**src/rtl/fd_acam_bus_ctrl.sv**
```systemverilog
// ACAM TDC parallel host bus sequencer and arbiter.
//
// Shares the ACAM address/data bus between the timestamp readout engine
// (read-only) and the host configuration port. Every access runs
// SETUP -> STROBE (programmable wait states) -> HOLD -> TURN (bus turnaround).
// Readout has priority, but after g_max_ro_burst consecutive readout grants
// with the host waiting, the host gets the next grant so its latency is bounded.
//
// Ports:
//   clk_sys_i, rst_i                  clock, synchronous active-high reset
//   host_req_i/we/adr/dat -> ack/dat  host register access (level request)
//   ro_req_i/adr -> ro_ack/dat        readout access (level request, read only)
//   acam_a_o, acam_d_o, acam_d_i      ACAM address, write data, read data
//   acam_d_oe_o                       FPGA drives the data bus when 1
//   acam_cs_n_o/wr_n_o/rd_n_o         active-low bus strobes
//   busy_o                            high whenever the sequencer is not idle
module fd_acam_bus_ctrl #(
    parameter int unsigned g_rd_wait      = 3,
    parameter int unsigned g_wr_wait      = 2,
    parameter int unsigned g_turnaround   = 1,
    parameter int unsigned g_max_ro_burst = 4
) (
    input  logic        clk_sys_i,
    input  logic        rst_i,
    input  logic        host_req_i,
    input  logic        host_we_i,
    input  logic [3:0]  host_adr_i,
    input  logic [27:0] host_dat_i,
    output logic        host_ack_o,
    output logic [27:0] host_dat_o,
    input  logic        ro_req_i,
    input  logic [3:0]  ro_adr_i,
    output logic        ro_ack_o,
    output logic [27:0] ro_dat_o,
    output logic [3:0]  acam_a_o,
    output logic [27:0] acam_d_o,
    input  logic [27:0] acam_d_i,
    output logic        acam_d_oe_o,
    output logic        acam_cs_n_o,
    output logic        acam_wr_n_o,
    output logic        acam_rd_n_o,
    output logic        busy_o
);

    localparam logic [3:0] RdLast   = 4'(g_rd_wait - 1);
    localparam logic [3:0] WrLast   = 4'(g_wr_wait - 1);
    localparam logic [3:0] MaxBurst = 4'(g_max_ro_burst);
    localparam bit         NoTurn   = (g_turnaround == 0);
    localparam logic [3:0] TurnLast = NoTurn ? 4'd0 : 4'(g_turnaround - 1);

    typedef enum logic [2:0] {StIdle, StSetup, StStrobe, StHold, StTurn} state_e;

    state_e      state_q, state_d;
    logic [3:0]  cnt_q, cnt_d;
    logic [3:0]  burst_q, burst_d;
    logic        host_sel_q, host_sel_d;
    logic        we_q, we_d;
    logic [3:0]  adr_q, adr_d;
    logic [27:0] wdat_q, wdat_d;
    logic [27:0] host_dat_q, host_dat_d;
    logic [27:0] ro_dat_q, ro_dat_d;

    logic arb_en;
    logic grant_ro;
    logic grant_host;

    always_comb begin
        state_d    = state_q;
        cnt_d      = cnt_q;
        burst_d    = burst_q;
        host_sel_d = host_sel_q;
        we_d       = we_q;
        adr_d      = adr_q;
        wdat_d     = wdat_q;
        host_dat_d = host_dat_q;
        ro_dat_d   = ro_dat_q;
        grant_ro   = 1'b0;
        grant_host = 1'b0;

        // Without turnaround the HOLD cycle doubles as the arbitration slot so
        // back-to-back accesses run SETUP straight after HOLD.
        arb_en = (state_q == StIdle) || (NoTurn && (state_q == StHold));

        if (arb_en) begin
            if (!host_req_i) begin
                burst_d = '0;
            end
            if (ro_req_i && !(host_req_i && (burst_q == MaxBurst))) begin
                grant_ro = 1'b1;
                if (host_req_i) begin
                    burst_d = burst_q + 4'd1;
                end
            end else if (host_req_i) begin
                grant_host = 1'b1;
                burst_d    = '0;
            end
        end

        unique case (state_q)
            StIdle: ;
            StSetup: begin
                state_d = StStrobe;
                cnt_d   = we_q ? WrLast : RdLast;
            end
            StStrobe: begin
                if (cnt_q == 4'd0) begin
                    state_d = StHold;
                    if (!we_q) begin
                        if (host_sel_q) begin
                            host_dat_d = acam_d_i;
                        end else begin
                            ro_dat_d = acam_d_i;
                        end
                    end
                end else begin
                    cnt_d = cnt_q - 4'd1;
                end
            end
            StHold: begin
                if (NoTurn) begin
                    state_d = StIdle;
                end else begin
                    state_d = StTurn;
                    cnt_d   = TurnLast;
                end
            end
            StTurn: begin
                if (cnt_q == 4'd0) begin
                    state_d = StIdle;
                end else begin
                    cnt_d = cnt_q - 4'd1;
                end
            end
            default: state_d = StIdle;
        endcase

        // Request inputs are latched here and ignored until the ack.
        if (grant_ro) begin
            state_d    = StSetup;
            host_sel_d = 1'b0;
            we_d       = 1'b0;
            adr_d      = ro_adr_i;
        end else if (grant_host) begin
            state_d    = StSetup;
            host_sel_d = 1'b1;
            we_d       = host_we_i;
            adr_d      = host_adr_i;
            if (host_we_i) begin
                wdat_d = host_dat_i;
            end
        end
    end

    always_ff @(posedge clk_sys_i) begin
        if (rst_i) begin
            state_q    <= StIdle;
            cnt_q      <= '0;
            burst_q    <= '0;
            host_sel_q <= 1'b0;
            we_q       <= 1'b0;
            adr_q      <= '0;
            wdat_q     <= '0;
            host_dat_q <= '0;
            ro_dat_q   <= '0;
        end else begin
            state_q    <= state_d;
            cnt_q      <= cnt_d;
            burst_q    <= burst_d;
            host_sel_q <= host_sel_d;
            we_q       <= we_d;
            adr_q      <= adr_d;
            wdat_q     <= wdat_d;
            host_dat_q <= host_dat_d;
            ro_dat_q   <= ro_dat_d;
        end
    end

    logic in_access;

    always_comb begin
        in_access   = (state_q == StSetup) || (state_q == StStrobe) || (state_q == StHold);
        acam_cs_n_o = !in_access;
        acam_wr_n_o = !((state_q == StStrobe) && we_q);
        acam_rd_n_o = !((state_q == StStrobe) && !we_q);
        acam_d_oe_o = in_access && we_q;
        acam_a_o    = adr_q;
        acam_d_o    = wdat_q;
        host_ack_o  = (state_q == StHold) && host_sel_q;
        ro_ack_o    = (state_q == StHold) && !host_sel_q;
        host_dat_o  = host_dat_q;
        ro_dat_o    = ro_dat_q;
        busy_o      = (state_q != StIdle);
    end

endmodule

```
**config.mk**
```make
export PLATFORM = sky130hd
export DESIGN_NAME = fd_acam_bus_ctrl
export DESIGN_NICKNAME = d
export VERILOG_FILES = /design/src/rtl/fd_acam_bus_ctrl.sv
export SDC_FILE = /design/constraint.sdc
export NUM_CORES = 1
export LEC_CHECK = 0
export BUFFER_PORTS_ARGS = -buffer_cell sky130_fd_sc_hd__buf_4
export CELL_PAD_IN_SITES_DETAIL_PLACEMENT = 1
export CELL_PAD_IN_SITES_GLOBAL_PLACEMENT = 1
export CORE_ASPECT_RATIO = 1.4
export CORE_MARGIN = 1
export CORE_UTILIZATION = 36
export DETAILED_ROUTE_END_ITERATION = 16
export PLACE_DENSITY = 0.84
export SETUP_SLACK_MARGIN = 0.2
export SYNTH_ARGS = -nofsm -noshare
export SYNTH_HDL_FRONTEND = slang
export SYNTH_SLANG_ARGS = --single-unit
```
**constraint.sdc**
```tcl
create_clock -name clk_sys_i -period 5.5 [get_ports clk_sys_i]
set_input_delay 0.825 -clock clk_sys_i [delete_from_list [all_inputs] [get_ports clk_sys_i]]
set_output_delay 0.825 -clock clk_sys_i [all_outputs]
set_load 0.01 [all_outputs]
```
==> metrics.cfg, run 1 <==
[final_layout]
flow.area_growth_from_synthesis_pct=39.0
fin_area_mm2=0.00546
diodes=0
number_of_nets_in_the_finished_design=681
post_route_cells_drive_above_1_share_pct=30.3
layout.core_utilization_pct=51.9

[global_routing]
first_global_vias=3937
globalRoute.totalOverflow=0
gr-usage-all-layers_pct=20.3
grt_antenna_before_repair=0
grt_first_pass_wirelength_mm=18.7
grt_start_max_net_pins=102

[sta]
timing.final.hold_violations=0
finalSetupViolations=0
period_needed_ns=2.74
drv_slew=0
max_freq_ghz=0.365
max_slew.worst_pin.slew_ns=1.24
rsz0062_at_grt=no
final.setup_skew_ns=0.00582
slew_headroom_pct=17.4
tns_ns=0
holdWs_ns=0.457
finalCritPeriodShare_pct=49.8

[floorplan]
die_x_um=90.3
die-height_um=126
rows=44
core_area_mm2=0.0105
die_area_mm2=0.0113
io-pin-count=164
initial_core_util_pct=37.4

[routing]
dr_wl_met3_um=726
drt-vias-per-instance=4.98
detail_route.wl_per_cell_um=15.2
ant_nets=0
detailedRoute.firstIterationViolations=107
drt-met1-wl_mm=4.65
detailroute.wirelength.met2_mm=5.84
vias=3723
drc=0
routed_wl_mm=11.4
drt-pass1-iter-count=4
route.top_layer_used=met4

[synthesis]
ys_async_sr_fraction_pct=0
synth.cell_area_mm2=0.00393
synth_warnings=0
synthCells=463
mappedNetlistNets=536
synth.yosys.seq_area_share_pct=51.5
post_synth.cell_area_avg_um2=8.49
ys.flop_type=sky130_fd_sc_hd__dfxtp_1
synthDistinctLibCells=41
synth_edf_count=0
yosys_register_bits=101

[clocking]
clk_pin_slew_worst_paths_ns=0.06
cts_num_sinks=101
tritoncts=done
post_cts_resized=0
clockRootBuffer=sky130_fd_sc_hd__clkbuf_16
clkLatencyLatePin_ns=0.34
cts.hold.buffers_added=0
cts_buffer_count=9
cts.repair_timing.setup_buffer_count=0
cts_max_path_buffers=2
cts_htree_levels=3

[critical_path]
timing.reg2reg.setup_slack_ns=2.87
required_ns=4.68
worst_setup_path_end_kind=primary output
worst-endpoint-arrival_ns=1.91
timing.setup.critical_path_class=reg2out
start_kind=flop
critPathMaxFanout=14

[place]
placement.cell_area_mm2=0.00519
detailedPlacementHpwl_mm=8.21
io_buffers=163
finalWeightedCongestion=0.790

[power]
cellPowerDensity_mw_per_mm2=376
ir_worst_vdd_uv=175
power.total_mw=2.05
power.leakage_nw=2.25

[hold_path]
hold_wc_path_type=reg2reg

[status]
status=finished, final reports clean

[job]
max_cap_violations=0

==> registers in the layout, summed over array words and instances (netlist names), 3 cells and up <==
signal      flops
acam_d_o       28
host_dat_o     28
ro_dat_o       28
acam_a_o        4
burst_q         4
cnt_q           4
state_q         3
==> synthesized netlist by cell type (all sizes together) (2+ instances only) <==
master,instances,area share (%)
inv,14,1.3
nand2b,4,0.64
mux2i,28,7.1
and3,2,0.32
buf,11,1.8
nor3,14,2.4
a21oi,67,8.5
xor2,2,0.45
nor2,40,3.8
or3,2,0.32
nor3b,2,0.38
a2111oi,5,1.6
a2bb2oi,2,0.45
nand3,5,0.64
nand2,119,11
ha,4,1.3
dfxtp,101,51
nand4,3,0.48
clkbuf,19,1.8
o21ai,3,0.38
==> per-layer routing <==
layer / vias to the layer above / global-route usage (%)
li1: 1822 / -
met1: 1759 / 22.8
met2: 128 / 37.3
met3: 14 / 4.74
met4: 0 / 6.93
met5: - / 0
==> path summary, 6_finish.rpt <==
kind | start | to | cells after the start
max | state_q[0] | ro_ack_o | 4
min | host_dat_o[16] | host_dat_o[16] | 2
max reg2reg | state_q[1] | host_dat_o[6] | 4
min reg2reg | host_dat_o[16] | host_dat_o[16] | 2
==> critical path, stage by stage, from the launching register on <==
cell and delay, ns:
sky130_fd_sc_hd__dfxtp_1 0.67, sky130_fd_sc_hd__nor2b_1 0.45, sky130_fd_sc_hd__nand2_1 0.13, sky130_fd_sc_hd__nor2_1 0.16, sky130_fd_sc_hd__buf_4 0.15
==> per-stage QoR <==
step                      worst slack [ns]  cells
after CTS                             2.74    748
after global placement                2.95    735
after floorplan                       3.37    463
after global routing                  2.59    748
after detailed placement              2.82    735
final                                 2.76    748
==> where the power goes <==
part | internal, mW | switching (mW) | total, mW
combinational | 0.249 | 0.318 | 0.567
sequential | 0.811 | 0.0765 | 0.888
clock | 0.344 | 0.252 | 0.596
total | 1.40 | 0.646 | 2.05
==> layout make-up <==
| class | instances | area, um^2 |
|---|---|---|
| clock buffer | 10 | 229 |
| clock inverter | 3 | 40.0 |
| fill | 1291 | 5050 |
| inverter | 14 | 52.6 |
| multi-input combinational | 318 | 1710 |
| sequential | 101 | 2020 |
| tap | 138 | 173 |
| timing repair buffer | 164 | 1230 |
==> logic make-up after synthesis <==
family	count (synthesis)	share of synthesized area, %
AND/OR/NAND/NOR	198	21.9
flip-flops	101	51.5
AO/OA/AOI/OAI	85	12.6
buffers and inverters	44	4.94
multiplexers	28	7.13
adder cells (fa/ha/maj)	4	1.27
XOR/XNOR	3	0.669
==> placed cells by master (no fill, tap or decap), types with 2 or more instances in the layout <==
cell / n
sky130_fd_sc_hd__buf_4: 164
sky130_fd_sc_hd__nand2_1: 119
sky130_fd_sc_hd__dfxtp_1: 101
sky130_fd_sc_hd__a21oi_1: 67
sky130_fd_sc_hd__nor2_1: 40
sky130_fd_sc_hd__mux2i_1: 28
sky130_fd_sc_hd__inv_1: 12
sky130_fd_sc_hd__nor3_1: 12
sky130_fd_sc_hd__clkbuf_16: 9
sky130_fd_sc_hd__nand3_1: 5
sky130_fd_sc_hd__nand2b_1: 4
sky130_fd_sc_hd__a2111oi_0: 4
sky130_fd_sc_hd__ha_1: 4
sky130_fd_sc_hd__nand4_1: 3
sky130_fd_sc_hd__o21ai_0: 3
sky130_fd_sc_hd__nor3_4: 2
sky130_fd_sc_hd__inv_2: 2
sky130_fd_sc_hd__and3_1: 2
sky130_fd_sc_hd__or3_1: 2
sky130_fd_sc_hd__a2bb2oi_1: 2
sky130_fd_sc_hd__xor2_1: 2
sky130_fd_sc_hd__nor3b_1: 2
sky130_fd_sc_hd__clkinv_2: 2
No activity file was read; power rests on OpenSTA's default activity.
==> run 2: changes to the inputs <==
Settings changed: CORE_UTILIZATION 36 to 34, PLACE_DENSITY 0.84 to 0.8.
Clock period 5.5 ns to 2.8 ns, I/O delays scaled along.
==> metrics.cfg, run 2 (synthesis gave the netlist of run 1 again) <==
[global_routing]
globalRoute.totalOverflow=0  ; unchanged
gr-usage-all-layers_pct=18.9  ; -1.4 points
grt_antenna_before_repair=0  ; unchanged
first_global_vias=3780  ; -4.0%
grt_start_max_net_pins=80  ; -22%
grt_first_pass_wirelength_mm=18.1  ; -3.1%

[sta]
drv_slew=0  ; unchanged
rsz0062_at_grt=no
max_freq_ghz=0.431
slew_headroom_pct=44.5  ; +27 points
timing.final.hold_violations=0  ; unchanged
period_needed_ns=2.32
holdWs_ns=0.312  ; -0.145 ns
finalCritPeriodShare_pct=82.9
tns_ns=0  ; unchanged
final.setup_skew_ns=0.00957  ; +0.00375 ns
finalSetupViolations=0  ; unchanged
max_slew.worst_pin.slew_ns=0.832  ; -0.403 ns

[final_layout]
fin_area_mm2=0.00552  ; +1.2%
multiInputGateArea_mm2=0.00171  ; unchanged
diodes=0  ; unchanged
layout.cells.most_common_list=sky130_fd_sc_hd__buf_4 (170), sky130_fd_sc_hd__nand2_1 (119), sky130_fd_sc_hd__dfxtp_1 (101), sky130_fd_sc_hd__a21oi_1 (67), sky130_fd_sc_hd__nor2_1 (40)
flow.area_growth_from_synthesis_pct=40.6
layout.cells.most_common=sky130_fd_sc_hd__buf_4
seq_area_mm2=0.00202  ; unchanged
post_route_cells_drive_above_1_share_pct=31.5  ; +1.2 points
final.fill_count=1377  ; +6.7%
number_of_nets_in_the_finished_design=687  ; +0.88%

[critical_path]
worst_setup_path_end_kind=flop
start_kind=flop
worst_setup_path_start=state_q[1]
required_ns=2.99  ; -1.69 ns
timing.reg2reg.setup_slack_ns=0.48  ; -2.39 ns
critical_path.cell_chain=nor3_4, inv_2, a2111oi_4, buf_4, mux2i_1, nor2_1
slowest_stage=sky130_fd_sc_hd__dfxtp_1
timing.rr.start=state_q[1]
cpPeakStageDelay_ns=0.47  ; -0.20 ns
timing.setup.critical_path_class=reg2reg
critPathMaxFanout=28  ; +14
worst-endpoint-arrival_ns=2.51  ; +0.60 ns

[clocking]
clkLatencyLatePin_ns=0.34  ; about the same
post_cts_resized=0  ; unchanged
cts_buffer_count=9  ; unchanged
cts.hold.buffers_added=0  ; unchanged
cts.repair_timing.setup_buffer_count=0  ; unchanged
cts_max_path_buffers=2  ; unchanged
cts_num_sinks=101  ; unchanged
cts_htree_levels=3  ; unchanged
tritoncts=done
clk_pin_slew_worst_paths_ns=0.07  ; about the same
clockRootBuffer=sky130_fd_sc_hd__clkbuf_16

[place]
finalWeightedCongestion=0.756  ; -4.4%
io_buffers=163  ; unchanged
placement.cell_area_mm2=0.00524  ; +1.0%
detailedPlacementHpwl_mm=8.54  ; +4.1%

[power]
ir_worst_vdd_uv=347  ; +98%
switching_power_mw=1.34  ; +110%
cellPowerDensity_mw_per_mm2=734  ; +95%
power.internal_mw=2.71  ; +93%
share_seq_of_total_power_pct=42.9  ; -0.4 points
clockPowerShare_pct=29.3  ; +0.3 points
power_switching_share_pct=33.1  ; +1.6 points
comb_power_share_pct=27.8  ; about the same
power.leakage_nw=2.27  ; +1.2%

[floorplan]
initial_core_util_pct=34.8  ; -2.5 points
rows=46  ; +4.5%
die_area_mm2=0.0120  ; +5.8%
die_x_um=92.9  ; +2.8%
io-pin-count=164  ; unchanged
die-height_um=129  ; +2.9%
core_area_mm2=0.0113  ; +7.3%

[routing]
detailedRoute.firstIterationViolations=84  ; -21%
drt-vias-per-instance=4.95  ; -0.62%
drt-pass1-iter-count=4  ; unchanged
routed_wl_mm=11.7  ; +2.6%
vias=3774  ; +1.4%
drc=0  ; unchanged
detail_route.wl_per_cell_um=15.3  ; +0.61%
ant_nets=0  ; unchanged

[job]
max_cap_violations=0  ; unchanged

[hold_path]
hold_wc_path_type=in2reg
hold_crit_start=host_dat_i[19]

[status]
status=finished, final reports clean

==> run 2: power groups by stage <==
stage	clock network (mW)	logic [mW]	registers (mW)
global route	1.29	1.25	1.76
finish	1.19	1.13	1.74
detailed placement	0	1.15	1.77
global placement	0	1.11	1.76
CTS	1.22	1.16	1.74
floorplan	0	0.677	1.77
==> run 2: metrics by stage <==
step	worst slack, ns	utilization, %	total power [mW]	instances
floorplan	0.817	-	2.45	463
global placement	0.609	46.5	2.87	747
detailed placement	0.482	46.5	2.92	747
CTS	0.472	49.0	4.12	763
global route	0.322	49.0	4.30	763
finish	0.479	49.0	4.05	763
==> run 2: critical path, delay by kind of cell, from the launching register on <==
| family | cells | cell delay, ns |
|---|---|---|
| flip-flops | 1 | 0.47 |
| AO/OA/AOI/OAI | 1 | 0.37 |
| buffers and inverters | 2 | 0.64 |
| multiplexers | 1 | 0.26 |
| AND/OR/NAND/NOR | 2 | 0.42 |
==> run 2: layer usage <==
layer,GRT usage [%],vias to the layer above,wire (um)
met1,21.4,1790,4860
met5,0,-,0
li1,-,1842,-
met3,5.40,8,800
met4,5.07,0,104
met2,34.6,134,5900
==> run 2: path summary, 6_finish.rpt <==
check | to | cells after the start
worst max-delay path | acam_d_o[6] | 6
worst min-delay path | acam_d_o[19] | 3
worst max register to register | acam_d_o[6] | 6
worst min register to register | ro_dat_o[11] | 2
==> run 2: cell type report <==
class	count	share of cell area (%)
sequential	101	36.6
clock buffer	9	4.08
inverter	14	0.951
clock inverter	7	0.997
tap	144	3.26
multi-input combinational	318	31.0
timing repair buffer	170	23.1
==> run 3: changes to the inputs <==
Settings changed: ABC_AREA from default to 1, CORE_UTILIZATION 34 to 30, PLACE_DENSITY 0.8 to 0.76.
Clock period 2.8 ns to 2.1 ns, I/O delays scaled along.
==> metrics.cfg, run 3 <==
[status]
status=finished, final reports clean

[routing]
drt-pass1-iter-count=4  ; unchanged
drc=0  ; unchanged
detailedRoute.firstIterationViolations=142  ; +69%
ant_nets=0  ; unchanged
vias=4653  ; +23%
drt-vias-per-instance=4.74  ; -4.2%
detail_route.wl_per_cell_um=14.4  ; -5.9%
routed_wl_mm=14.1  ; +21%

[critical_path]
critPathMaxFanout=6  ; -79%
start_kind=flop
worst-endpoint-arrival_ns=1.48  ; -1.03 ns
timing.setup.critical_path_class=reg2out
required_ns=1.78  ; -1.21 ns
worst_setup_path_end_kind=primary output

[global_routing]
grt_start_max_net_pins=71  ; -11%
grt_first_pass_wirelength_mm=23.1  ; +28%
grt_antenna_before_repair=0  ; unchanged
first_global_vias=4850  ; +28%
globalRoute.totalOverflow=0  ; unchanged
gr-usage-all-layers_pct=18.7  ; -0.22 points

[synthesis]
yosys_register_bits=101  ; unchanged
synth_compound_area_share_pct=14.7  ; +2.1 points
most_common_cell_in_the_netlist=sky130_fd_sc_hd__nor2_1
ys.flop_type=sky130_fd_sc_hd__dfxtp_1
synth_edf_count=0  ; unchanged
synth.yosys.seq_area_share_pct=45.6  ; -5.9 points
synthMuxAreaShare_pct=0  ; -7.1 points
synth_common_cells=sky130_fd_sc_hd__nor2_1 (105), sky130_fd_sc_hd__inv_1 (103), sky130_fd_sc_hd__dfxtp_1 (101)
synth.cell_area_mm2=0.00443  ; +13%
synthDistinctLibCells=24  ; -41%
synth_top_family_by_area=simple AND/OR/NAND/NOR gates
post_synth_and_or_nand_nor_area_fraction_pct=24.7  ; +2.8 points
ranking_of_synthesized_cells_by_area=sky130_fd_sc_hd__dfxtp_1 (46%), sky130_fd_sc_hd__nor2_1 (8.9%), sky130_fd_sc_hd__inv_1 (8.7%), sky130_fd_sc_hd__nand2_1 (8.0%), sky130_fd_sc_hd__a21oi_1 (7.5%)
synth_top_area_cell=sky130_fd_sc_hd__dfxtp_1
ys_async_sr_fraction_pct=0  ; unchanged
synth_top_area_share_pct=45.6  ; -5.9 points
post_synth.cell_area_avg_um2=6.93  ; -18%
synth_warnings=0  ; unchanged
post_synth_fa_ha_maj_area_fraction_pct=1.13  ; -0.14 points
synthCells=640  ; +38%
mappedNetlistNets=713  ; +33%
post_synth_xor_area_fraction_pct=0.593  ; -0.076 points

[sta]
timing.final.hold_violations=0  ; unchanged
max_slew.worst_pin.slew_ns=0.605  ; -0.227 ns
rsz0062_at_grt=yes
max_freq_ghz=0.558
drv_slew=0  ; unchanged
worst_slack_ns=0.308  ; -0.171 ns
finalSetupViolations=0  ; unchanged
period_needed_ns=1.79
slew_headroom_pct=59.7  ; +15 points
tns_ns=0  ; unchanged
finalCritPeriodShare_pct=85.3
final.setup_skew_ns=0.00911  ; -0.000460 ns

[final_layout]
number_of_nets_in_the_finished_design=861  ; +25%
diodes=0  ; unchanged
post_route_cells_drive_above_1_share_pct=25.7  ; -5.8 points
flow.area_growth_from_synthesis_pct=38.6
layout.cells.most_common=sky130_fd_sc_hd__buf_4
layout.cells.most_common_list=sky130_fd_sc_hd__buf_4 (174), sky130_fd_sc_hd__nor2_1 (103), sky130_fd_sc_hd__inv_1 (103), sky130_fd_sc_hd__dfxtp_1 (101), sky130_fd_sc_hd__nand2_1 (94)

[clocking]
cts_num_sinks=101  ; unchanged
tritoncts=done
clkLatencyLatePin_ns=0.34  ; about the same
clk_pin_slew_worst_paths_ns=0.07  ; about the same
cts.repair_timing.setup_buffer_count=0  ; unchanged
cts_max_path_buffers=2  ; unchanged
cts_buffer_count=9  ; unchanged
cts.hold.buffers_added=0  ; unchanged
clockRootBuffer=sky130_fd_sc_hd__clkbuf_16
cts_htree_levels=3  ; unchanged
post_cts_resized=0  ; unchanged

[floorplan]
core_area_mm2=0.0144  ; +28%
die_x_um=105  ; +13%
rows=52  ; +13%
io-pin-count=164  ; unchanged
die_area_mm2=0.0153  ; +27%
die-height_um=146  ; +13%
initial_core_util_pct=30.7  ; -4.1 points

[power]
switching_power_mw=1.38  ; +2.8%
ir_worst_vdd_uv=474  ; +37%
power.internal_mw=3.31  ; +22%
power.total_mw=4.69  ; +16%
comb_power_share_pct=19.8  ; -8.0 points
clockPowerShare_pct=35.9  ; +6.6 points
power.leakage_nw=2.97  ; +31%
power_switching_share_pct=29.4  ; -3.7 points
cellPowerDensity_mw_per_mm2=764  ; +4.1%
share_seq_of_total_power_pct=44.3  ; +1.4 points

[hold_path]
hold_wc_path_type=in2reg

[job]
max_cap_violations=0  ; unchanged

[place]
finalWeightedCongestion=0.786  ; +4.0%
io_buffers=163  ; unchanged
detailedPlacementHpwl_mm=10.4  ; +22%
dp_worst_setup_slack_ns=0.340  ; -0.142 ns

[run 3: cell types whose count changed after synthesis, moves of 25 or more]
cell                      change
sky130_fd_sc_hd__inv_1       +91
sky130_fd_sc_hd__nor2_1      +65
sky130_fd_sc_hd__o21ai_0     +57
sky130_fd_sc_hd__nand4_1     +32
sky130_fd_sc_hd__mux2i_1     -28
sky130_fd_sc_hd__nand2_1     -25
[run 3: layout make-up]
class	count	area [um^2]
clock buffers	10	229
clock inverters	6	72.6
fillers	1861	8300
inverters	107	402
multi-input cells	393	1840
flip-flops and latches	101	2020
well taps	189	236
repair buffers	176	1350
[run 3: cells by family (layout without fill, tap and decap cells)]
| family | Yosys count | in the layout |
|---|---|---|
| xor gates and xnor gates | 3 | 3 |
| buffers and inverters | 146 | 299 |
| adders and majority gates | 4 | 4 |
| DFF | 101 | 101 |
| and+or+nand+nor | 257 | 257 |
| AOI/OAI and AO/OA | 129 | 129 |
[run 3: per-stage QoR]
stage                     util, %  instances  area, um^2  hold WS [ns]
after floorplan                 -        640        4430         0.456
after global placement       40.5        966        5840         0.463
after detailed placement     40.5        966        5840         0.473
after CTS                    42.5        982        6140         0.218
after global routing         42.5        982        6140         0.229
final                        42.5        982        6140         0.231
[run 3: critical path, stage by stage (launching register included)]
cell	delay, ns
sky130_fd_sc_hd__dfxtp_1	0.36
sky130_fd_sc_hd__inv_2	0.12
sky130_fd_sc_hd__nand3_1	0.20
sky130_fd_sc_hd__nor2_4	0.23
sky130_fd_sc_hd__inv_1	0.08
sky130_fd_sc_hd__buf_4	0.14
[run 3: power by group through the flow]
stage | Sequential [mW] | Clock [mW] | Combinational [mW]
after global placement | 2.12 | 0 | 0.906
after global routing | 2.09 | 1.82 | 1.04
after CTS | 2.08 | 1.74 | 0.944
after detailed placement | 2.12 | 0 | 0.941
final | 2.08 | 1.69 | 0.930
after floorplan | 2.14 | 0 | 0.497
[run 3: worst paths after layout]
check	from	to	slack, ns	cells after the start
setup reg to reg	state_q[2]	ro_dat_o[23]	0.36	6
hold / removal	acam_d_i[1]	ro_dat_o[1]	0.23	3
setup / recovery	state_q[2]	acam_rd_n_o	0.31	5
hold reg to reg	ro_dat_o[5]	ro_dat_o[5]	0.48	2
[run 3: metal layers]
metal / wire, um / global-route usage [%] / share of wire [%]
met3: 529 / 3.76 / 3.7
met5: 0 / 0 / 0
met4: 277 / 6.13 / 2.0
met2: 7740 / 36.1 / 55
met1: 5590 / 20.0 / 40
